**config.mk**
```make
export PLATFORM = sky130hd
export DESIGN_NAME = fetch_ctrl
export DESIGN_NICKNAME = d
export VERILOG_FILES = /design/src/rtl/fetch_ctrl_pkg.sv /design/src/rtl/fetch_pc_reg.sv /design/src/rtl/fetch_ctrl.sv
export SDC_FILE = /design/constraint.sdc
export NUM_CORES = 1
export LEC_CHECK = 0
export BUFFER_PORTS_ARGS = -buffer_cell sky130_fd_sc_hd__clkbuf_2
export CORE_MARGIN = 5
export CORE_UTILIZATION = 50
export DETAILED_ROUTE_END_ITERATION = 16
export PLACE_DENSITY = 0.75
export SKIP_CTS_REPAIR_TIMING = 1
export SYNTH_ARGS = -nofsm -noshare
export SYNTH_HDL_FRONTEND = slang
export SYNTH_SLANG_ARGS = --single-unit
```
**constraint.sdc**
```tcl
create_clock -name clk -period 2.35 [get_ports clk]
set_input_delay 0.235 -clock clk [delete_from_list [all_inputs] [get_ports clk]]
set_output_delay 0.235 -clock clk [all_outputs]
set_load 0.05 [all_outputs]
```
**src/rtl/fetch_ctrl_pkg.sv**
```systemverilog
// fetch_ctrl shared definitions: FSM state encoding,
// default NOP word and PC step used by the fetch controller.
package fetch_ctrl_pkg;

   typedef enum logic [2:0] {
      S_REQ   = 3'd0,
      S_WAIT  = 3'd1,
      S_DRAIN = 3'd2,
      S_HALT  = 3'd3,
      S_ERR   = 3'd4
   } fetch_state_t;

   localparam logic [15:0] NOP_DEFAULT = 16'h0800;
   localparam logic [15:0] PC_INC      = 16'd2;

   // 16-bit wrapping increment to the next halfword-aligned instruction
   function automatic logic [15:0] pc_plus2(input logic [15:0] pc);
      return pc + PC_INC;
   endfunction

endpackage

```
**src/rtl/fetch_pc_reg.sv**
```systemverilog
// fetch_pc_reg: program counter with async active-low reset,
// redirect load path and +2 increment path (load wins).
module fetch_pc_reg
   import fetch_ctrl_pkg::*;
#(
   parameter logic [15:0] RESET_PC = 16'h0000
) (
   input  logic        clk,
   input  logic        rst,
   input  logic        i_load,
   input  logic [15:0] i_load_pc,
   input  logic        i_inc,
   output logic [15:0] o_pc,
   output logic [15:0] o_pc_inc
);

   logic [15:0] r_pc;

   // PC update: redirect target beats sequential advance
   always_ff @(posedge clk or negedge rst) begin
      if (!rst) begin
         r_pc <= RESET_PC;
      end else if (i_load) begin
         r_pc <= i_load_pc;
      end else if (i_inc) begin
         r_pc <= pc_plus2(r_pc);
      end
   end

   assign o_pc     = r_pc;
   assign o_pc_inc = pc_plus2(r_pc);

endmodule

```
**src/rtl/fetch_ctrl.sv**
```systemverilog
// fetch_ctrl: fetch sequencer in front of a stalling instruction
// memory; one outstanding request, one-entry buffer to decode.
module fetch_ctrl
   import fetch_ctrl_pkg::*;
#(
   parameter logic [15:0] RESET_PC  = 16'h0000,
   parameter logic [15:0] NOP_INSTR = NOP_DEFAULT
) (
   input  logic        clk,
   input  logic        rst,
   input  logic        stall_in,
   input  logic        redirect,
   input  logic [15:0] redirect_pc,
   input  logic        halt,
   output logic [15:0] mem_addr,
   output logic        mem_en,
   input  logic        mem_stall,
   input  logic        mem_done,
   input  logic [15:0] mem_data,
   input  logic        mem_err,
   output logic [15:0] instr,
   output logic [15:0] pc2,
   output logic        instr_valid,
   output logic        halted,
   output logic        err
);

   fetch_state_t r_state;
   fetch_state_t w_next;

   logic [15:0] r_instr;
   logic [15:0] r_pc2;
   logic        r_valid;
   logic        r_hpend;

   logic [15:0] w_pc;
   logic [15:0] w_pc_inc;
   logic        w_slot_free;
   logic        w_en;
   logic        w_acc;
   logic        w_live;
   logic        w_resp;
   logic        w_err;
   logic        w_cap;
   logic        w_load;
   logic        w_clr;
   logic        w_hpend_set;

   fetch_pc_reg #(
      .RESET_PC (RESET_PC)
   ) u_pc (
      .clk       (clk),
      .rst       (rst),
      .i_load    (w_load),
      .i_load_pc (redirect_pc),
      .i_inc     (w_cap),
      .o_pc      (w_pc),
      .o_pc_inc  (w_pc_inc)
   );

   assign w_slot_free = !r_valid || !stall_in;
   assign w_live = (r_state == S_REQ) ||
                   (r_state == S_WAIT) ||
                   (r_state == S_DRAIN);

   assign w_en = rst && (r_state == S_REQ) &&
                 w_slot_free && !redirect &&
                 !halt && !w_pc[0];
   assign w_acc = w_en && !mem_stall;

   // a response only counts against a request we actually own
   assign w_resp = mem_done &&
                   (w_acc || (r_state == S_WAIT) ||
                    (r_state == S_DRAIN));

   assign w_err = w_live &&
                  ((w_resp && mem_err) ||
                   (redirect && redirect_pc[0]));

   // next-state, capture and redirect decisions (priority ordered)
   always_comb begin
      w_next      = r_state;
      w_cap       = 1'b0;
      w_load      = 1'b0;
      w_clr       = 1'b0;
      w_hpend_set = 1'b0;
      if (!w_live) begin
         w_next = r_state;
      end else if (w_err) begin
         w_next = S_ERR;
         w_clr  = 1'b1;
      end else if (redirect) begin
         w_load = 1'b1;
         w_clr  = 1'b1;
         if (r_state == S_WAIT) begin
            w_next = mem_done ? S_REQ : S_DRAIN;
         end else if (r_state == S_DRAIN && mem_done) begin
            w_next = r_hpend ? S_HALT : S_REQ;
         end
      end else if (halt) begin
         w_clr = 1'b1;
         if (r_state == S_REQ || mem_done) begin
            w_next = S_HALT;
         end else begin
            w_hpend_set = 1'b1;
            w_next      = S_DRAIN;
         end
      end else begin
         unique case (r_state)
            S_REQ: begin
               if (w_acc && mem_done) begin
                  w_cap = 1'b1;
               end else if (w_acc) begin
                  w_next = S_WAIT;
               end
            end
            S_WAIT: begin
               if (mem_done) begin
                  w_cap  = 1'b1;
                  w_next = S_REQ;
               end
            end
            S_DRAIN: begin
               if (mem_done) begin
                  w_next = r_hpend ? S_HALT : S_REQ;
               end
            end
            default: w_next = r_state;
         endcase
      end
   end

   // state register and pending-halt flag
   always_ff @(posedge clk or negedge rst) begin
      if (!rst) begin
         r_state <= S_REQ;
         r_hpend <= 1'b0;
      end else begin
         r_state <= w_next;
         if (w_hpend_set) begin
            r_hpend <= 1'b1;
         end
      end
   end

   // one-entry fetch buffer toward decode
   always_ff @(posedge clk or negedge rst) begin
      if (!rst) begin
         r_valid <= 1'b0;
         r_instr <= NOP_INSTR;
         r_pc2   <= 16'h0000;
      end else if (w_clr ||
                   w_next == S_HALT ||
                   w_next == S_ERR) begin
         r_valid <= 1'b0;
      end else if (w_cap) begin
         r_valid <= 1'b1;
         r_instr <= mem_data;
         r_pc2   <= w_pc_inc;
      end else if (r_valid && !stall_in) begin
         r_valid <= 1'b0;
      end
   end

   assign mem_addr    = w_pc;
   assign mem_en      = w_en;
   assign instr       = r_valid ? r_instr : NOP_INSTR;
   assign pc2         = r_pc2;
   assign instr_valid = r_valid;
   assign halted      = (r_state == S_HALT);
   assign err         = (r_state == S_ERR);

endmodule

```
# == Yosys cells after proc, flatten, opt, wreduce, memory -nomap -nowiden ==
# Cells that the tools add are included.
# op_classes
n_eq_ne,6
div_mod_pow,0
reduce_logical,32
shift,0
n_addsub,1
order_cmp,0
n_mul,0
mux,39
bitwise_logic,1
# op_table
cell,n
16-bit 2-to-1 mux,3
3-bit 2-to-1 mux,10
1-bit 2-to-1 mux,22
16-bit by 2-bit adder with 16-bit output (second input constant),1
1-bit logical AND,13
3-bit by 2-bit == test with 1-bit output (second input constant),3
1-bit logical OR,9
3-bit one-hot mux with 3 select lines,1
3-bit == test (second input constant),2
1-bit zero test,6
2-bit 2-to-1 mux,2
3-bit by 1-bit == test with 1-bit output (second input constant),1
3-bit zero test,1
3-bit nonzero test,1
1-bit one-hot mux with 2 select lines,1
2-bit AND reduction,1
2-bit nonzero test,1
1-bit NOT,1
# word_totals
reg_bits,53
latch_bits,0
inputBits,40
ramBits,0
romBits,0
mem_count,0

# == Logic depth before layout (Yosys ltp) ==
# depth
depth_word,20
depth_mapped,8
depth_no_buf,6

# == Hierarchy ==
# From an unflattened synthesis, not the netlist that was laid out.
# hier_totals
hier_cells,291
area_unflattened_um2,3176.8
# modules_own_cells
mod,n_inst,seq_area_each_um2,area_each_um2,cells_each
fetch_ctrl,1,927.1,2000.7,152
fetch_pc_reg,1,400.4,1176.1,139

# == Worst setup path before layout ==
# OpenSTA, ideal clock, no wires.
# synth_path
path_kind,register to register
start,reg u_pc.r_pc[1] (netlist: u_pc.o_pc[1])
end,reg u_pc.r_pc[13] (netlist: u_pc.o_pc[13])
arrival_time_ns,2.034
required_time_ns,2.277
path_buffers,0
path_slack_ns,0.244
stages_incl_launch_ff,6
setup_ns,0.073
cell_sequence,dfrtp_1 ha_1 nand3_1 or4_1 or3_1 nand4_1
# synth_between
elab_chain_len,3
# synth_lines
item,line_no,rtl
"start, declared",fetch_pc_reg.sv:17,logic [15:0] r_pc;
"start signal, assigned",fetch_pc_reg.sv:24,r_pc <= i_load_pc;
"start signal, assigned",fetch_pc_reg.sv:26,r_pc <= pc_plus2(r_pc);
16-bit by 2-bit adder with 16-bit output,fetch_ctrl_pkg.sv:18,return pc + PC_INC;
16-bit 2-to-1 mux,fetch_pc_reg.sv:25,end else if (i_inc) begin
16-bit 2-to-1 mux,fetch_pc_reg.sv:23,end else if (i_load) begin
# No other way between the ends. The select of a mux whose other input is x is not followed.
# A chain may end at the register's enable or synchronous reset.

# == Final worst setup path ==
# Ends and elaborated chain as after synthesis.

==> results by group <==
Status
  – Status: finished, final reports clean

GRT
  – Vias in the first global route: 2609
  – Initial antenna violation count: 0
  – Met3 GRT Util: 0.02978
  – Pin count of the biggest net entering global routing: 54
  – GR Util met1: 0.2812
  – GR peak layer: met2
  – Tot GR Track Use: 0.2089
  – Grt ovf: 0
  – First-pass GRT wire length: 12.54 mm
  – GRT met2 Usage: 0.3539

Layout
  – Synth-to-Final Area Change: 22.40%
  – Final std cells w/o fill: 496
  – Leading cell type in the layout, fill and taps excluded: clkbuf_2
  – Most frequent cells in the layout: clkbuf_2, nand2_1, dfrtp_1, nand3_1, nor3_1
  – Util after Layout: 0.6352
  – Antenna fix cells: 0
  – Final net count: 464
  – Layout cell share with drive strength beyond 1: 0.2830

Yosys
  – Multiplexer share of the synthesized area: 0
  – Synth Area in XOR/XNOR: 0.03330
  – Post-Syn Nets: 378
  – Synthesis Warnings: 0
  – Synth top area share: 0.4498
  – Simple-Gate Fraction of Synth Area: 0.3231
  – Largest family of logic cells by synthesized area: simple AND/OR/NAND/NOR gates
  – Async SR Flop Fraction: 1.000
  – Compound-Gate Fraction of Synth Area: 0.1276
  – Mapped Cells: 337
  – Cell taking the most area after synthesis: dfrtp_1
  – Main synth FF type: dfrtp_1
  – Cell Area, Synth: 0.002893 mm2
  – Post-synthesis adder-cell area fraction: 0.004325
  – Sequential area share after synthesis: 0.4589
  – Number of synthesized flops with an enable pin: 0
  – Synth Register Bits: 53
  – Netlist cell types: 48
  – Largest cells by area after synthesis: dfrtp_1, nand2_1, nand3_1
  – Avg Synthesized Cell Area: 8.584 um2

Placement
  – DP HPWL: 5.567 mm
  – Port bufs: 91
  – Post-Place Cells: 488
  – Routability cong.: 0.8993

Timing
  – Setup-failing EPs final: 0
  – Least-Margin Pin Slew: 0.6624 ns
  – F_max: 495.6 MHz
  – Clock Skew: 0.003100 ns
  – Min Tclk post-route: 2.018 ns
  – Final Hold Viols: 0
  – Slew HR: 0.5584
  – Tcrit/Tclk final: 0.8586
  – Final Max Slew Viols: 0
  – Setup TNS Final: 0 ns
  – Unrepaired setup endpoints after global routing: no

Flow run
  – Max-cap viol count: 0

Clocking
  – Sink Count: 53
  – Worst-path clk slew: 0.10 ns
  – CTS max path bufs: 2
  – TritonCTS clock tree: yes
  – Skew-Pair Late Insertion Delay: 0.30 ns
  – Root buffer cell: clkbuf_8
  – Number of CTS-inserted buffers: 5
  – Htree depth: 2

Setup path
  – WS Path Type: register to register
  – Crit. End Element: register
  – Worst Path Buf+Inv: 0
  – CP Launch Type: register
  – Worst Reg2Reg Path Length in Cells: 5
  – Cells along the critical path: ha_1 > nand3_1 > or4_1 > or3_1 > nand4_1
  – WP data required: 2.59 ns
  – Critical Path Stages: 5
  – Worst-path fanout max: 6
  – Crit path largest cell delay: 0.57 ns
  – CP max-delay cell: or4_1
  – Delay-heaviest family, CP: simple AND/OR/NAND/NOR gates
  – Arrival time worst endpoint: 2.26 ns

Detailed routing
  – # DRC: 0
  – Routed WL: 7.526 mm
  – Wire per inst: 15.17 um
  – Antenna-violating nets left: 0
  – Vias per Instance: 5.448
  – Via count: 2702
  – Pre-antenna DRT Iters: 5
  – Drt initial violations: 195

Floorplanning
  – Top Ports: 92
  – Core Area: 0.005574 mm2
  – Die Height: 86.06 um
  – Die width: 86.06 um
  – Site Rows: 27
  – Area of the die: 0.007406 mm2
  – Initial Util: 0.5190

Hold path
  – Min-delay worst type: input port to async pin

Pwr
  – Leak: 1.833 nW
  – VDD IR-drop max: 0.5427 mV
  – Pwr Density: 975.6 mW/mm2
[registers in the layout, summed over array words and instances, names as in the netlist]
| register | count |
|---|---|
| instr_valid | 1 |
| pc2 | 16 |
| r_hpend | 1 |
| r_instr | 16 |
| r_state | 3 |
| u_pc.o_pc | 16 |
[kinds of logic after synthesis]
kind of cell,Yosys count
adder cells (fa/ha/maj),1
AND/OR/NAND/NOR,192
flip-flops,53
AO/OA/AOI/OAI,50
XOR/XNOR,11
buffers and inverters,30
[cell type report]
type	instances	area [um2]
timing repair buffer	102	550.5
tap	72	90.09
inverter	7	26.28
clock inverter	3	65.06
clock buffer	5	68.82
sequential	53	1328
fill	505	2033
multi-input combinational	254	1413
[per-stage QoR]
step	cell area [um2]	setup slack (ns)	hold WS [ns]	power, mW
6_report	3541	0.3324	0.1010	3.455
5_1_grt	3541	0.1553	0.09846	3.644
4_1_cts	3541	0.3480	0.09104	3.470
3_5_place_dp	3407	0.3761	0.4190	2.746
3_3_place_gp	3407	0.3963	0.4208	2.707
2_1_floorplan	2893	0.2440	-0.06059	2.377
[synthesized netlist by cell type, drive strengths merged (3+ instances only)]
library cell	instances
nand2	88
dfrtp	52
nand3	24
nor3	21
and2	19
buf	18
o21ai	15
nor2	11
xnor2	11
and3	9
inv	7
a21oi	6
clkbuf	5
nand2b	4
nand4	4
nor4	3
o22ai	3
o32ai	3
or3	3
[power by group]
part	switching, mW	internal (mW)	total, mW
combinational	0.931	0.396	1.33
sequential	0.290	1.11	1.40
clock	0.305	0.423	0.729
total	1.53	1.93	3.45
[final timing paths]
path / start / end / slack (ns)
max in group asynchronous: rst / pc2[2] / 1.80
worst max register to register: u_pc.o_pc[1] / u_pc.o_pc[13] / 0.33
worst min-delay path: rst / pc2[12] / 0.10
min in group clk: mem_data[11] / r_instr[11] / 0.10
worst min register to register: r_instr[11] / r_instr[11] / 0.46
worst max-delay path: u_pc.o_pc[1] / u_pc.o_pc[13] / 0.33
[worst reg2reg max path, cell delays in order, from the launching register on]
cell and delay, ns:
dfrtp_1 0.46, ha_1 0.28, nand3_1 0.20, or4_1 0.58, or3_1 0.35, nand4_1 0.09
[per-layer routing]
metal | up-vias | wire length [um]
li1 | 1332 | -
met1 | 1291 | 3224
met2 | 75 | 3829
met3 | 4 | 409
met4 | 0 | 62
met5 | - | 0
No activity file was read; power rests on OpenSTA's default activity.
